File: src/rtl/aes128_key_expand_seq.sv
// Iterative AES-128 key schedule: computes one round key per clock after a
// load and holds the round-0 key plus the ten round keys in registers for the
// unrolled encryption pipeline downstream.
module aes128_key_expand_seq #(
    parameter bit ZEROIZE_ON_LOAD = 1'b1
) (
    input  logic         clk,
    input  logic         rst_n,
    input  logic [127:0] key_in,
    input  logic         key_load,
    output logic         busy,
    output logic         keys_valid,
    output logic [127:0] key_out,
    output logic [127:0] round1_key,
    output logic [127:0] round2_key,
    output logic [127:0] round3_key,
    output logic [127:0] round4_key,
    output logic [127:0] round5_key,
    output logic [127:0] round6_key,
    output logic [127:0] round7_key,
    output logic [127:0] round8_key,
    output logic [127:0] round9_key,
    output logic [127:0] round10_key
);

    // Forward S-box, entry 0x00 in the most significant byte.
    localparam logic [2047:0] SBOX = {
        128'h637c777bf26b6fc53001672bfed7ab76,
        128'hca82c97dfa5947f0add4a2af9ca472c0,
        128'hb7fd9326363ff7cc34a5e5f171d83115,
        128'h04c723c31896059a071280e2eb27b275,
        128'h09832c1a1b6e5aa0523bd6b329e32f84,
        128'h53d100ed20fcb15b6acbbe394a4c58cf,
        128'hd0efaafb434d338545f9027f503c9fa8,
        128'h51a3408f929d38f5bcb6da2110fff3d2,
        128'hcd0c13ec5f974417c4a77e3d645d1973,
        128'h60814fdc222a908846eeb814de5e0bdb,
        128'he0323a0a4906245cc2d3ac629195e479,
        128'he7c8376d8dd54ea96c56f4ea657aae08,
        128'hba78252e1ca6b4c6e8dd741f4bbd8b8a,
        128'h703eb5664803f60e613557b986c11d9e,
        128'he1f8981169d98e949b1e87e9ce5528df,
        128'h8ca1890dbfe6426841992d0fb054bb16
    };

    typedef enum logic [1:0] {IDLE, EXPAND, DONE} state_t;

    state_t       state;
    logic [3:0]   cnt;
    logic [7:0]   rcon;
    logic [127:0] rk [0:10];
    logic [127:0] prev_key;
    logic [127:0] next_key;
    logic [31:0]  w0, w1, w2, w3, t;

    // Byte b sits at bit offset (255-b)*8, and 255-b is simply ~b.
    function automatic logic [7:0] sbox(input logic [7:0] b);
        return SBOX[{~b, 3'b000} +: 8];
    endfunction

    function automatic logic [31:0] sub_word(input logic [31:0] w);
        return {sbox(w[31:24]), sbox(w[23:16]), sbox(w[15:8]), sbox(w[7:0])};
    endfunction

    function automatic logic [7:0] xtime(input logic [7:0] b);
        return {b[6:0], 1'b0} ^ (b[7] ? 8'h1b : 8'h00);
    endfunction

    // Next round key from the key written on the previous step.
    always_comb begin
        prev_key = '0;
        for (int i = 0; i < 10; i++) begin
            if (cnt == 4'(i + 1)) prev_key = rk[i];
        end
        w0 = prev_key[127:96];
        w1 = prev_key[95:64];
        w2 = prev_key[63:32];
        w3 = prev_key[31:0];
        t  = sub_word({w3[23:0], w3[31:24]}) ^ {rcon, 24'h000000};
        next_key[127:96] = w0 ^ t;
        next_key[95:64]  = w0 ^ t ^ w1;
        next_key[63:32]  = w0 ^ t ^ w1 ^ w2;
        next_key[31:0]   = w0 ^ t ^ w1 ^ w2 ^ w3;
    end

    // Control FSM and key register file; loads are ignored while expanding.
    always_ff @(posedge clk) begin
        if (!rst_n) begin
            state      <= IDLE;
            cnt        <= 4'd0;
            rcon       <= 8'h01;
            busy       <= 1'b0;
            keys_valid <= 1'b0;
            for (int i = 0; i <= 10; i++) rk[i] <= '0;
        end else begin
            case (state)
                IDLE, DONE: begin
                    if (key_load) begin
                        rk[0]      <= key_in;
                        cnt        <= 4'd1;
                        rcon       <= 8'h01;
                        busy       <= 1'b1;
                        keys_valid <= 1'b0;
                        if (ZEROIZE_ON_LOAD) begin
                            for (int i = 1; i <= 10; i++) rk[i] <= '0;
                        end
                        state <= EXPAND;
                    end
                end
                EXPAND: begin
                    for (int i = 1; i <= 10; i++) begin
                        if (cnt == 4'(i)) rk[i] <= next_key;
                    end
                    rcon <= xtime(rcon);
                    cnt  <= cnt + 4'd1;
                    if (cnt == 4'd10) begin
                        busy       <= 1'b0;
                        keys_valid <= 1'b1;
                        state      <= DONE;
                    end
                end
                default: state <= IDLE;
            endcase
        end
    end

    assign key_out     = rk[0];
    assign round1_key  = rk[1];
    assign round2_key  = rk[2];
    assign round3_key  = rk[3];
    assign round4_key  = rk[4];
    assign round5_key  = rk[5];
    assign round6_key  = rk[6];
    assign round7_key  = rk[7];
    assign round8_key  = rk[8];
    assign round9_key  = rk[9];
    assign round10_key = rk[10];

endmodule

File: config.mk
export PLATFORM = sky130hd
export DESIGN_NAME = aes128_key_expand_seq
export DESIGN_NICKNAME = d
export VERILOG_FILES = /design/src/rtl/aes128_key_expand_seq.sv
export SDC_FILE = /design/constraint.sdc
export NUM_CORES = 2
export LEC_CHECK = 0
export CAP_MARGIN = 40
export CELL_PAD_IN_SITES_DETAIL_PLACEMENT = 1
export CELL_PAD_IN_SITES_GLOBAL_PLACEMENT = 1
export CORE_AREA = 5 5 598 600
export CTS_CLUSTER_SIZE = 16
export DETAILED_ROUTE_END_ITERATION = 8
export DIE_AREA = 0 0 603 605
export PLACE_DENSITY_LB_ADDON = 0.15
export SLEW_MARGIN = 20
export SYNTH_ARGS = -nofsm -noshare
export SYNTH_HDL_FRONTEND = slang
export SYNTH_SLANG_ARGS = --single-unit
File: constraint.sdc
create_clock -name clk -period 6.14 [get_ports clk]
set_input_delay 1.228 -clock clk [delete_from_list [all_inputs] [get_ports clk]]
set_output_delay 1.228 -clock clk [all_outputs]
set_load 0.05 [all_outputs]
==> impl_metrics.toml <==
[clocking]
clock-root-buffer = "clkbuf_16"
htreeDepth = 4
cts_inserted_buffers = 181
cts_buffer_depth = 4
clkLatencyLatePin_ps = 960
cts_hold_buf = 0
cts_tree = "built"
clk_pin_slew_ps = 60
cts_num_sinks = 1424

[global_route]
grt_usage_pct = 34.0
gr-total-overflow = 0
first_global_vias = 78500
antenna_found_initial = 50
grt_start_max_net_pins = 97
grt_pass1_wl_um = 836000

[detailed_routing]
wl_per_cell_um = 45.2
drtAntennaViolNets = 0
vias = 80600
wl_um = 652000
first_pass_iters = 6
dr.first_iter.drc_count = 10000
drc_errors = 0
via_per_inst = 5.59

[placed_design]
gp_congestion = 0.972
placedCellCount = 14000
dpl.hpwl_um = 510000
port_buffers = 1540

[power]
seqPwrFrac_pct = 29.0
switching_power_w = 0.0185
peakVddDrop_v = 0.000229
leakagePower_nw = 42.1
power.density_nw_per_um2 = 370
p_sw_share_pct = 44.1
p_int_w = 0.0234
p_clk_share_pct = 25.3
p_comb_share_pct = 45.7

[sta]
finalSetupViolCount = 0
post-route-period-util_pct = 98.7
relSlewSlack_pct = 29.8
fin_skew_ps = 119
hold_slack_ps = 463
slew_violations = 0
fin_crit_ps = 6060
worst_pin_slew_ps = 1050
fmax_mhz = 165
finalHoldViolCount = 0

[yosys]
ys_seq_elements = 1424
syn_inst = 7314
syn_nets = 7506
syn_area_um2 = 76100
netlist.area_leader.share_pct = 55.5
synthTopCellsByArea = "edfxtp_1 (56%), nor2_1 (7.6%), a21oi_1 (2.9%), o21ai_0 (2.5%), nand2_1 (2.0%)"
yosysWarningCount = 0
yosysUniqueCellTypes = 118
synthFlopType = "edfxtp_1"
post-synth-top-area-cell = "edfxtp_1"
syn_avg_cell_area_um2 = 10.4
synth-edff-count = 1408
synth-async-reset-ratio_pct = 0
ys_seq_area_share_pct = 56.0

[critical_path]
r2r-end = "rk[5][31]$_SDFFCE_PN0P_"
cp.required_ps = 6730
worst_r2r_path_depth = 23
reg2reg_slack_ps = 80
worst_setup_path_start_kind = "register"
endpoint_kind = "register"
path_max_fanout = 12
crit_arrival_ps = 6650
worstSetupPathType = "reg -> reg"
rr_startpoint = "cnt[1]$_SDFFE_PN0P_"

[floorplan]
top_level_ports = 1541
fp-row-count = 218
dieWidth_um = 603
start_util_pct = 21.7
coreArea_um2 = 352000
dieArea_um2 = 365000
die_height_um = 605

[finish]
fin_nets = 9818
fillers = 38800
stdcell_count = 14400
final_cell_mix = "nor2_1 (1,541), clkdlybuf4s50_1 (1,532), edfxtp_1 (1,408), buf_4 (1,115), a21oi_1 (437)"
final_common_cell = "nor2_1"
drive_gt1_share_pct = 19.5
syn_to_final_growth_pct = 49.2

[run_status]
outcome = "finished clean"

[hold_path]
min_delay_path_depth = 2
hold_start = "keys_valid$_SDFFE_PN0P_"
hold_class = "reg -> reg"
hold_end = "keys_valid$_SDFFE_PN0P_"

[flow_run]
drv_cap = 0
## per-stage QoR
step           power (W)  setup WS [ps]  instance area (µm²)  setup TNS, ps  utilization, %
3_3_place_gp      0.0311          -1020               107000        -158240            30.4
6_report          0.0420           79.2               114000              0            32.3
2_1_floorplan     0.0191           89.0                76100              0               -
4_1_cts           0.0418          -42.5               113000           -288            32.2
3_5_place_dp      0.0311           -736               107000        -107360            30.6
5_1_grt           0.0428          -8.80               114000          -8.80            32.3
## cells in the mapped netlist (66+ instances only)
master,instances
a21oi_1,444
a211oi_1,115
clkbuf_1,402
a311oi_1,66
a22oi_1,160
xnor2_1,87
nor2_1,1549
nor3_1,91
buf_2,225
o22ai_1,81
a221oi_1,153
edfxtp_1,1408
nand2_1,410
a31oi_1,92
and3_1,150
o21ai_0,381
nand3_1,116
o211ai_1,202
## cell families after synthesis
| logic type | count (synthesis) | synth area share [%] |
|---|---|---|
| xor+xnor | 190 | 2.84 |
| compound gates | 2214 | 20.2 |
| fa+ha+maj | 62 | 1.02 |
| mux | 23 | 0.304 |
| buf+inv | 800 | 4.70 |
| simple gates | 2601 | 15.0 |
| flops | 1424 | 56.0 |
## how the worst max path moves through the flow
stage | startpoint | end | slack (ps) | cells after the start
2_1_floorplan | cnt[0]$_SDFFE_PN0P_ | rk[2][0]$_SDFFCE_PN0P_ | 90 | 15
3_3_place_gp | cnt[0]$_SDFFE_PN0P_ | rk[3][31]$_SDFFCE_PN0P_ | -1020 | 24
3_5_place_dp | cnt[0]$_SDFFE_PN0P_ | rk[5][25]$_SDFFCE_PN0P_ | -740 | 22
4_1_cts | cnt[1]$_SDFFE_PN0P_ | rk[5][31]$_SDFFCE_PN0P_ | -40 | 22
5_1_grt | cnt[1]$_SDFFE_PN0P_ | rk[9][33]$_SDFFCE_PN0P_ | -9 | 22
6_report | cnt[1]$_SDFFE_PN0P_ | rk[5][31]$_SDFFCE_PN0P_ | 80 | 23
## layout make-up
cell class | instances | area (µm²) | area share (%)
timing repair buffer | 2874 | 28000 | 24.7
antenna | 14 | 35.0 | 0.0308
multi-input combinational | 5090 | 31400 | 27.6
tap | 4620 | 5780 | 5.09
clock inverter | 105 | 813 | 0.716
sequential | 1424 | 42600 | 37.5
inverter | 55 | 219 | 0.193
clock buffer | 223 | 4770 | 4.20
## power groups by stage
stage | logic, W | registers [W] | clock network, W
finish | 0.0192 | 0.0122 | 0.0106
global route | 0.0194 | 0.0122 | 0.0112
floorplan | 0.00487 | 0.0143 | 0
CTS | 0.0189 | 0.0121 | 0.0108
global placement | 0.0188 | 0.0123 | 0
detailed placement | 0.0188 | 0.0123 | 0
## worst max-delay path, stage by stage (launching register included)
cell	delay, ps
dfxtp_1	420
buf_4	160
ha_4	150
buf_4	230
and2b_1	330
a22oi_1	620
nor2_1	90
a31oi_1	580
a41o_1	270
buf_4	220
nand2_1	90
buf_4	190
a2111oi_1	390
buf_1	300
buf_4	180
nor4_4	50
o22ai_2	280
buf_4	190
xor2_4	80
buf_12	180
xnor2_4	290
xnor2_2	190
buf_12	180
nor2_1	50
## state kept, by name, summed over array words and instances, names as in the netlist
register    count
rcon            8
cnt             4
busy            1
state           2
rk           1408
keys_valid      1
## layer usage
metal,wire length (µm),track usage (%),vias up,share of wire [%]
li1,-,-,32200,-
met1,273000,45.3,43300,42
met2,302000,55.7,4297,46
met3,49300,6.52,691,7.6
met4,26400,11.0,16,4.0
met5,108,0,-,0.017
## repair_timing
item / 4_1_cts / 5_1_grt
pin swaps: 2 / 8
gates resized for setup: 19 / 47
setup buffers: 2 / 8
setup endpoints to repair: 345 / 355
Power figures use the tool's default switching activity.
